--- src/rtl/vga_cerceve_hakemi.sv ---
// vga_cerceve_hakemi: write-port arbiter for the 640x480 1-bpp VGA framebuffer.
// Shares one framebuffer write port between a direct pixel requester and an
// internal rectangle-fill engine, configured and started over Wishbone.
// Ports:
//   clk_i, rst_ni                      clock, async active-low reset
//   wb_*                               Wishbone slave (one wait state)
//   pix_req_i/x/y/dat, pix_gnt_o       direct pixel request, combinational grant
//   fb_we_o/fb_x_o/fb_y_o/fb_dat_o     registered framebuffer write port
//   done_o                             one-cycle pulse on fill completion/abort
module vga_cerceve_hakemi #(
  parameter int unsigned H_PIKSEL = 640,
  parameter int unsigned V_PIKSEL = 480,
  parameter int unsigned XW       = 10,
  parameter int unsigned YW       = 9
) (
  input  logic          clk_i,
  input  logic          rst_ni,
  input  logic [4:0]    wb_adr_i,
  input  logic [31:0]   wb_dat_i,
  input  logic          wb_we_i,
  input  logic          wb_stb_i,
  input  logic [3:0]    wb_sel_i,
  input  logic          wb_cyc_i,
  output logic          wb_ack_o,
  output logic [31:0]   wb_dat_o,
  input  logic          pix_req_i,
  input  logic [XW-1:0] pix_x_i,
  input  logic [YW-1:0] pix_y_i,
  input  logic          pix_dat_i,
  output logic          pix_gnt_o,
  output logic          fb_we_o,
  output logic [XW-1:0] fb_x_o,
  output logic [YW-1:0] fb_y_o,
  output logic          fb_dat_o,
  output logic          done_o
);

  typedef enum logic {BOSTA, DOLDUR} durum_t;

  durum_t        state;
  logic [XW-1:0] x0, x1, cx;
  logic [YW-1:0] y0, y1, cy;
  logic          renk;
  logic          error;
  logic          pix_won_last;   // 1: pixel won the most recent contested cycle

  logic [2:0]    idx;
  logic          bus_go, reg_wr, busy;
  logic          fill_go, pix_ok, start_cmd, abort_cmd, cfg_bad, son_piksel;
  logic [31:0]   rd_data;
  logic          unused;

  assign idx       = wb_adr_i[4:2];
  assign bus_go    = wb_cyc_i & wb_stb_i & ~wb_ack_o;
  assign reg_wr    = bus_go & wb_we_i & wb_sel_i[0];
  assign busy      = (state == DOLDUR);
  assign start_cmd = reg_wr & (idx == 3'd5) & wb_dat_i[0];
  assign abort_cmd = reg_wr & (idx == 3'd5) & wb_dat_i[1];

  // Round-robin: on contention the pixel wins unless it won the previous contest.
  assign pix_gnt_o = pix_req_i & (~busy | ~pix_won_last);
  assign fill_go   = busy & ~pix_gnt_o;

  assign pix_ok  = (pix_x_i < XW'(H_PIKSEL)) && (pix_y_i < YW'(V_PIKSEL));
  assign cfg_bad = (x0 > x1) || (y0 > y1) ||
                   (x1 >= XW'(H_PIKSEL)) || (y1 >= YW'(V_PIKSEL));
  assign son_piksel = (cx == x1) && (cy == y1);

  assign unused = ^{wb_adr_i[1:0], wb_sel_i[3:1], wb_dat_i[31:XW]};

  // Register read mux
  always_comb begin
    rd_data = '0;
    case (idx)
      3'd0:    rd_data = 32'(x0);
      3'd1:    rd_data = 32'(y0);
      3'd2:    rd_data = 32'(x1);
      3'd3:    rd_data = 32'(y1);
      3'd4:    rd_data = 32'(renk);
      3'd5:    rd_data = 32'({error, busy});
      default: rd_data = '0;
    endcase
  end

  // Bus registers, arbitration, write port and fill FSM
  always_ff @(posedge clk_i or negedge rst_ni) begin
    if (!rst_ni) begin
      state        <= BOSTA;
      x0           <= '0;
      y0           <= '0;
      x1           <= '0;
      y1           <= '0;
      cx           <= '0;
      cy           <= '0;
      renk         <= 1'b0;
      error        <= 1'b0;
      pix_won_last <= 1'b0;
      wb_ack_o     <= 1'b0;
      wb_dat_o     <= '0;
      fb_we_o      <= 1'b0;
      fb_x_o       <= '0;
      fb_y_o       <= '0;
      fb_dat_o     <= 1'b0;
      done_o       <= 1'b0;
    end else begin
      wb_ack_o <= bus_go;
      if (bus_go) wb_dat_o <= rd_data;
      done_o <= 1'b0;

      // Configuration is frozen while a fill is running.
      if (reg_wr && !busy) begin
        case (idx)
          3'd0:    x0   <= wb_dat_i[XW-1:0];
          3'd1:    y0   <= wb_dat_i[YW-1:0];
          3'd2:    x1   <= wb_dat_i[XW-1:0];
          3'd3:    y1   <= wb_dat_i[YW-1:0];
          3'd4:    renk <= wb_dat_i[0];
          default: ;
        endcase
      end

      if (pix_req_i && busy) pix_won_last <= pix_gnt_o;

      // Out-of-range pixels are consumed without producing a write.
      if (pix_gnt_o) begin
        fb_we_o  <= pix_ok;
        fb_x_o   <= pix_x_i;
        fb_y_o   <= pix_y_i;
        fb_dat_o <= pix_dat_i;
      end else if (fill_go) begin
        fb_we_o  <= 1'b1;
        fb_x_o   <= cx;
        fb_y_o   <= cy;
        fb_dat_o <= renk;
      end else begin
        fb_we_o  <= 1'b0;
      end

      case (state)
        BOSTA: begin
          if (start_cmd) begin
            if (cfg_bad) begin
              error <= 1'b1;
            end else begin
              error <= 1'b0;
              cx    <= x0;
              cy    <= y0;
              state <= DOLDUR;
            end
          end
        end
        DOLDUR: begin
          if (abort_cmd) begin
            state  <= BOSTA;
            done_o <= 1'b1;
          end else if (fill_go) begin
            if (son_piksel) begin
              state  <= BOSTA;
              done_o <= 1'b1;
            end else if (cx == x1) begin
              cx <= x0;
              cy <= cy + YW'(1);
            end else begin
              cx <= cx + XW'(1);
            end
          end
        end
        default: state <= BOSTA;
      endcase
    end
  end

endmodule

--- config.mk ---
export PLATFORM = sky130hd
export DESIGN_NAME = vga_cerceve_hakemi
export DESIGN_NICKNAME = d
export VERILOG_FILES = /design/src/rtl/vga_cerceve_hakemi.sv
export SDC_FILE = /design/constraint.sdc
export NUM_CORES = 1
export LEC_CHECK = 0
export CAP_MARGIN = 20
export CORE_MARGIN = 10
export CORE_UTILIZATION = 40
export CTS_BUF_LIST = sky130_fd_sc_hd__clkbuf_8
export CTS_CLUSTER_SIZE = 40
export DETAILED_ROUTE_END_ITERATION = 8
export PLACE_DENSITY = 0.65
export RECOVER_POWER = 50
export SETUP_SLACK_MARGIN = 0.02
export SKIP_LAST_GASP = 1
export SLEW_MARGIN = 10
export SYNTH_ARGS = -nofsm -noshare
export SYNTH_HDL_FRONTEND = slang
export SYNTH_SLANG_ARGS = --single-unit
--- constraint.sdc ---
create_clock -name clk_i -period 3.46 [get_ports clk_i]
set_clock_uncertainty 0.1 [all_clocks]
set_input_delay 0.692 -clock clk_i [delete_from_list [all_inputs] [get_ports clk_i]]
set_output_delay 0.692 -clock clk_i [all_outputs]
set_load 0.01 [all_outputs]
Yosys cells after proc, flatten, opt, wreduce, memory -nomap -nowiden
Cells that the tools add are included.

Input bits: 67. Register bits after elaboration: 116. Output and inout bits: 56. Word-level logic and storage cells: 104.

Reduce and logical (&&, ||, !) cells: 18. Eq/ne operators: 13. Multiplexer cells: 34. Bitwise logic cells: 14. $lt $le $gt $ge: 6. Add/subtract/negate cells: 2.

Operator list (number): $mux 10 (8); $mux 9 (8); $pmux 10 s6 (1); $pmux 10 s2 (1); $pmux 9 s2 (1); $mux 1 (14); $reduce_and 2->1 (6); $add 10x1->10 const B (1); $eq 10x10->1 (1); $ge 10x10->1 const B (1); $gt 10x10->1 (1); $lt 10x10->1 const B (1); $add 9x1->9 const B (1); $and 1x1->1 (9); $eq 9x9->1 (1); $ge 9x9->1 const B (1); $gt 9x9->1 (1); $lt 9x9->1 const B (1); $ne 2x2->1 const B (4); $eq 3x2->1 const B (2); $eq 3x3->1 const B (2); $reduce_and 6->1 (1); $reduce_and 5->1 (1); $logic_and 1x1->1 (4); 9 further kinds (15).

Depth between registers and ports, before layout
Word-level depth: 8. Depth in mapped cells: 9.

Worst setup path after synthesis
No wires, ideal clock.

Path type: reg2reg. Start: reg y1[6]. End: reg cx[1]. Setup slack: 1.060 ns. Period minus slack after synthesis: 2.400 ns. Stages on the path, launching flop included: 9. Arrival time: 2.175 ns. Library setup time: 0.125 ns. Cells stage by stage: dfrtp_1 -> inv_1 -> ha_1 -> a211oi_2 -> nor2_1 -> a2111oi_2 -> o221ai_2 -> a21oi_2 -> mux2_4.

Word-level cells in the longest chain between the ends: 6. Elaborated cells on any way between the ends: 10. Those cells by class: 2 x order compare; 3 x eq/ne; 5 x reduce/logical.

RTL lines: start: declaration (line 42) `logic [YW-1:0] y0, y1, cy;`; start signal: assignment (line 116) `3'd3: y1 <= wb_dat_i[YW-1:0];`; $gt 9x9->1 (line 65) `assign cfg_bad = (x0 > x1) || (y0 > y1) ||`; $logic_or 1x1->1 (2 in series) (line 65); $logic_or 1x1->1 (line 66) `(x1 >= XW'(H_PIKSEL)) || (y1 >= YW'(V_PIKSEL));`; $ne 2x2->1 (no source line); $reduce_and 5->1 (no source line) (*); end signal: assignment (line 164) `cx <= cx + XW'(1);`; end: declaration (line 41) `logic [XW-1:0] x0, x1, cx;`.

Every way passes the cells marked *; elsewhere a longest branch is shown, timed or not. A chain may end at the register's enable or synchronous reset.

Worst setup path in the final report
Start: in wb_adr_i[3]. End: reg x1[5].

Word-level cells in the longest chain between the ends: 2.

RTL lines: start: declaration (line 18) `input logic [4:0] wb_adr_i,`; $eq 3x2->1 (line 112) `case (idx)`; $reduce_and 2->1 (no source line); end signal: assignment (line 115) `3'd2: x1 <= wb_dat_i[XW-1:0];`; end: declaration (line 41).

Every way passes these cells.

==> impl_metrics.csv <==
group,metric,value,unit
clock_network,cts_buffers,9,
logic_synthesis,avgSynthCellArea,10.4,um2
placed_design,place_ws,0.314,ns
worst_setup_path,required,3.63,ns
routing,drt-pass1-iter-count,4,
logic_synthesis,syn-instance-count,555,
clock_network,clock_sinks,94,
sta,post-route-min-period,3.10,ns
logic_synthesis,ys_types,74,
clock_network,postCtsSetupRepairBufs,0,
die,start_util,41.3,%
die,fp.coreArea,14000,um2
logic_synthesis,syn_area,5800,um2
sta,worst_slack,0.356,ns
die,row_count,43,
worst_setup_path,critPathLaunchType,"input port",
global_routing,grt_pass1_vias,4772,
placed_design,placed_cells,793,
placed_design,io_buffers,73,
global_routing,grt_first_pass_wirelength,25.8,mm
global_routing,antenna_found_initial,0,
routing,drcViolationCount,0,
worst_setup_path,critPathArrivalTime,3.28,ns
clock_network,clockBufferDepth,2,
outcome,violations,"max-capacitance violations, max-slew violations",
worst_setup_path,end_kind,"flip-flop",
pwr,vdd_drop_max,249,uV
sta,max_slew_margin,-16.9,%
placed_design,dpl_cell_area,6650,um2
placed_design,gp_congestion,0.880,
die,chipHeight,140,um
placed_design,dp_hpwl,12.0,mm
routing,ant_nets,0,
sta,fmax,0.322,GHz
clock_network,root_buffer,"clkbuf_8",
logic_synthesis,synth_warnings,0,
layout,stdcell_area,6850,um2
logic_synthesis,synth_ff_type,"dfrtp_1",
die,dieArea,19700,um2
pwr,leakage,3.02,nW
logic_synthesis,ys_seq_area_share,40.6,%
routing,via_per_inst,5.67,
sta,worst_pin_slew,1.75,ns
layout,insertedDiodeCount,0,
global_routing,grt_usage,16.1,%
die,die_width,140,um
layout,layout.nets,712,
sta,slew_viol_final,32,
routing,route.vias.total,4588,
worst_setup_path,path_class,"input port to flip-flop",
clock_network,h-tree-depth,3,
logic_synthesis,synth_area_leaders,"dfrtp_1 41%, mux2_2 8.0%, ha_1 4.5%",
clock_network,clk_latency,0.38,ns
sta,hold_violations,0,
global_routing,grt_max_degree,65,
clock_network,clk_pin_slew_worst_paths,0.10,ns
logic_synthesis,yosysTopAreaCell,"dfrtp_1",
sta,rsz0062_at_grt,"no",
clock_network,holdBufCountCts,0,
min_path,hold_class,"flip-flop to flip-flop",
routing,wl,15.9,mm
layout,regArea,2350,um2
layout,layout.cells.non_filler,809,
global_routing,gr-total-overflow,0,
routing,wl_per_cell,19.7,um
layout,num-fill-cells,1274,
sta,setup_viol,0,
layout,area_delta_synth_final,18.1,%
clock_network,cts_tree,"yes",
sta,min_period_over_period,89.7,%
logic_synthesis,async_flop_share,100,%
logic_synthesis,yosys.area.top_type_share,40.6,%
sta,fin_tns_setup,0,ns
clock_network,cts_resized,0,
die,ioPinCount,123,
routing,drt_iter0_markers,329,
outcome,outcome,"complete, but fails checks",
logic_synthesis,ys_seq_elements,94,
layout,drive_gt1_share,17.0,%
run,drv_cap,1,
layout,multiInputGateArea,3070,um2
worst_setup_path,critPathMaxFanout,18,
logic_synthesis,synth_edf_count,0,
pwr,power_density,493,nW/um2
==> sequential cells by signal, indices dropped and copies added, names as in the netlist <==
signal	cells
y0	9
fb_dat_o	1
wb_dat_o	10
x0	10
cx	10
busy	1
fb_we_o	1
done_o	1
fb_y_o	9
error	1
pix_won_last	1
cy	9
y1	9
wb_ack_o	1
x1	10
fb_x_o	10
renk	1
==> worst max-delay path, cell delays in order <==
cell           delay, ns
dlygate4sd3_1       0.56
clkbuf_1            0.79
nand3_1             0.73
mux2_2              0.50
==> cell usage after synthesis (8+ instances only) <==
cell type,number
buf_4,24
mux2i_1,20
mux2_2,41
nor3_1,8
nand3_1,15
inv_1,34
o21ai_0,27
nand4_1,9
dfrtp_1,94
nand2_1,35
nor2_1,18
clkbuf_1,14
a31oi_1,13
nand2b_1,10
a22o_1,8
xor2_1,20
ha_1,21
a21oi_1,19
==> per-stage QoR <==
step	util, %	hold slack (ns)	total power, mW
floorplan	-	0.296	2.12
global placement	47.4	0.377	2.54
detailed placement	47.4	0.389	2.56
CTS	48.9	0.152	3.40
global route	48.8	0.431	3.58
finish	48.8	0.405	3.37
==> final timing paths <==
path / start / to / slack, ns / depth (start not counted)
max in group asynchronous: rst_ni / wb_dat_o[0]$_DFFE_PN0P_ / 0.79 / 2
min in group asynchronous: rst_ni / fb_x_o[7]$_DFFE_PN0P_ / 0.66 / 1
max reg2reg: x1[9]$_DFFE_PN0P_ / cx[1]$_DFFE_PN0P_ / 0.47 / 8
min reg2reg: wb_dat_o[1]$_DFFE_PN0P_ / wb_dat_o[1]$_DFFE_PN0P_ / 0.40 / 1
max: wb_adr_i[3] / x1[5]$_DFFE_PN0P_ / 0.36 / 4
min: wb_dat_o[1]$_DFFE_PN0P_ / wb_dat_o[1]$_DFFE_PN0P_ / 0.40 / 1
==> power breakdown <==
part	internal (mW)	switching, mW	leakage [nW]	total, mW
registers	1.27	0.226	1.23	1.50
logic	0.537	0.500	1.68	1.04
clock network	0.411	0.426	0.116	0.837
total	2.22	1.15	3.02	3.37
==> cell type report <==
type                            instances  area share [%]
Multi-Input combinational cell        392            44.8
Sequential cell                        94            34.4
Timing Repair Buffer                   91            12.3
Tap cell                              180            3.29
Inverter                               36            1.97
Clock buffer                            9            1.81
Clock inverter                          7            1.39
==> cell families after synthesis <==
| group | count (synthesis) | synth area share, % |
|---|---|---|
| compound gates | 134 | 17.2 |
| flops | 94 | 40.6 |
| simple gates | 125 | 12.0 |
| other cells | 1 | 0.0647 |
| xor+xnor | 21 | 3.17 |
| fa+ha+maj | 21 | 4.53 |
| buf+inv | 90 | 8.07 |
| mux | 69 | 14.4 |
==> routing by layer <==
| metal | GRT usage [%] | part of all wire, % | wire [um] |
|---|---|---|---|
| met5 | 0 | 0 | 0 |
| met4 | 6.03 | 1.5 | 246 |
| met3 | 3.75 | 6.1 | 974 |
| met2 | 27.3 | 52 | 8270 |
| met1 | 19.3 | 40 | 6430 |
==> layout by cell type, fill, tap and decap left out, drive strengths merged, types with 3 or more instances in the layout <==
cell type | netlist | routed
a2bb2oi | 7 | 7
a22o | 8 | 8
inv | 36 | 40
mux2 | 42 | 42
o22ai | 6 | 6
nor2 | 19 | 19
a221oi | 6 | 6
a31oi | 13 | 13
clkbuf | 16 | 15
dfrtp | 94 | 94
xor2 | 20 | 20
clkdlybuf4s50 | 0 | 69
nand2b | 10 | 10
and4 | 4 | 4
and3 | 3 | 3
nor3 | 10 | 10
conb | 1 | 22
o221a | 7 | 7
o21bai | 5 | 5
nand3 | 16 | 16
a21oi | 20 | 20
o21ai | 28 | 28
o21a | 5 | 5
nor3b | 3 | 3
dlygate4sd3 | 0 | 3
nand2 | 35 | 35
nand4 | 10 | 10
nor4 | 3 | 3
mux2i | 20 | 20
mux4 | 7 | 7
or3 | 3 | 3
buf | 38 | 13
ha | 21 | 21
o221ai | 3 | 3
a211oi | 7 | 7
Power figures use the tool's default switching activity.
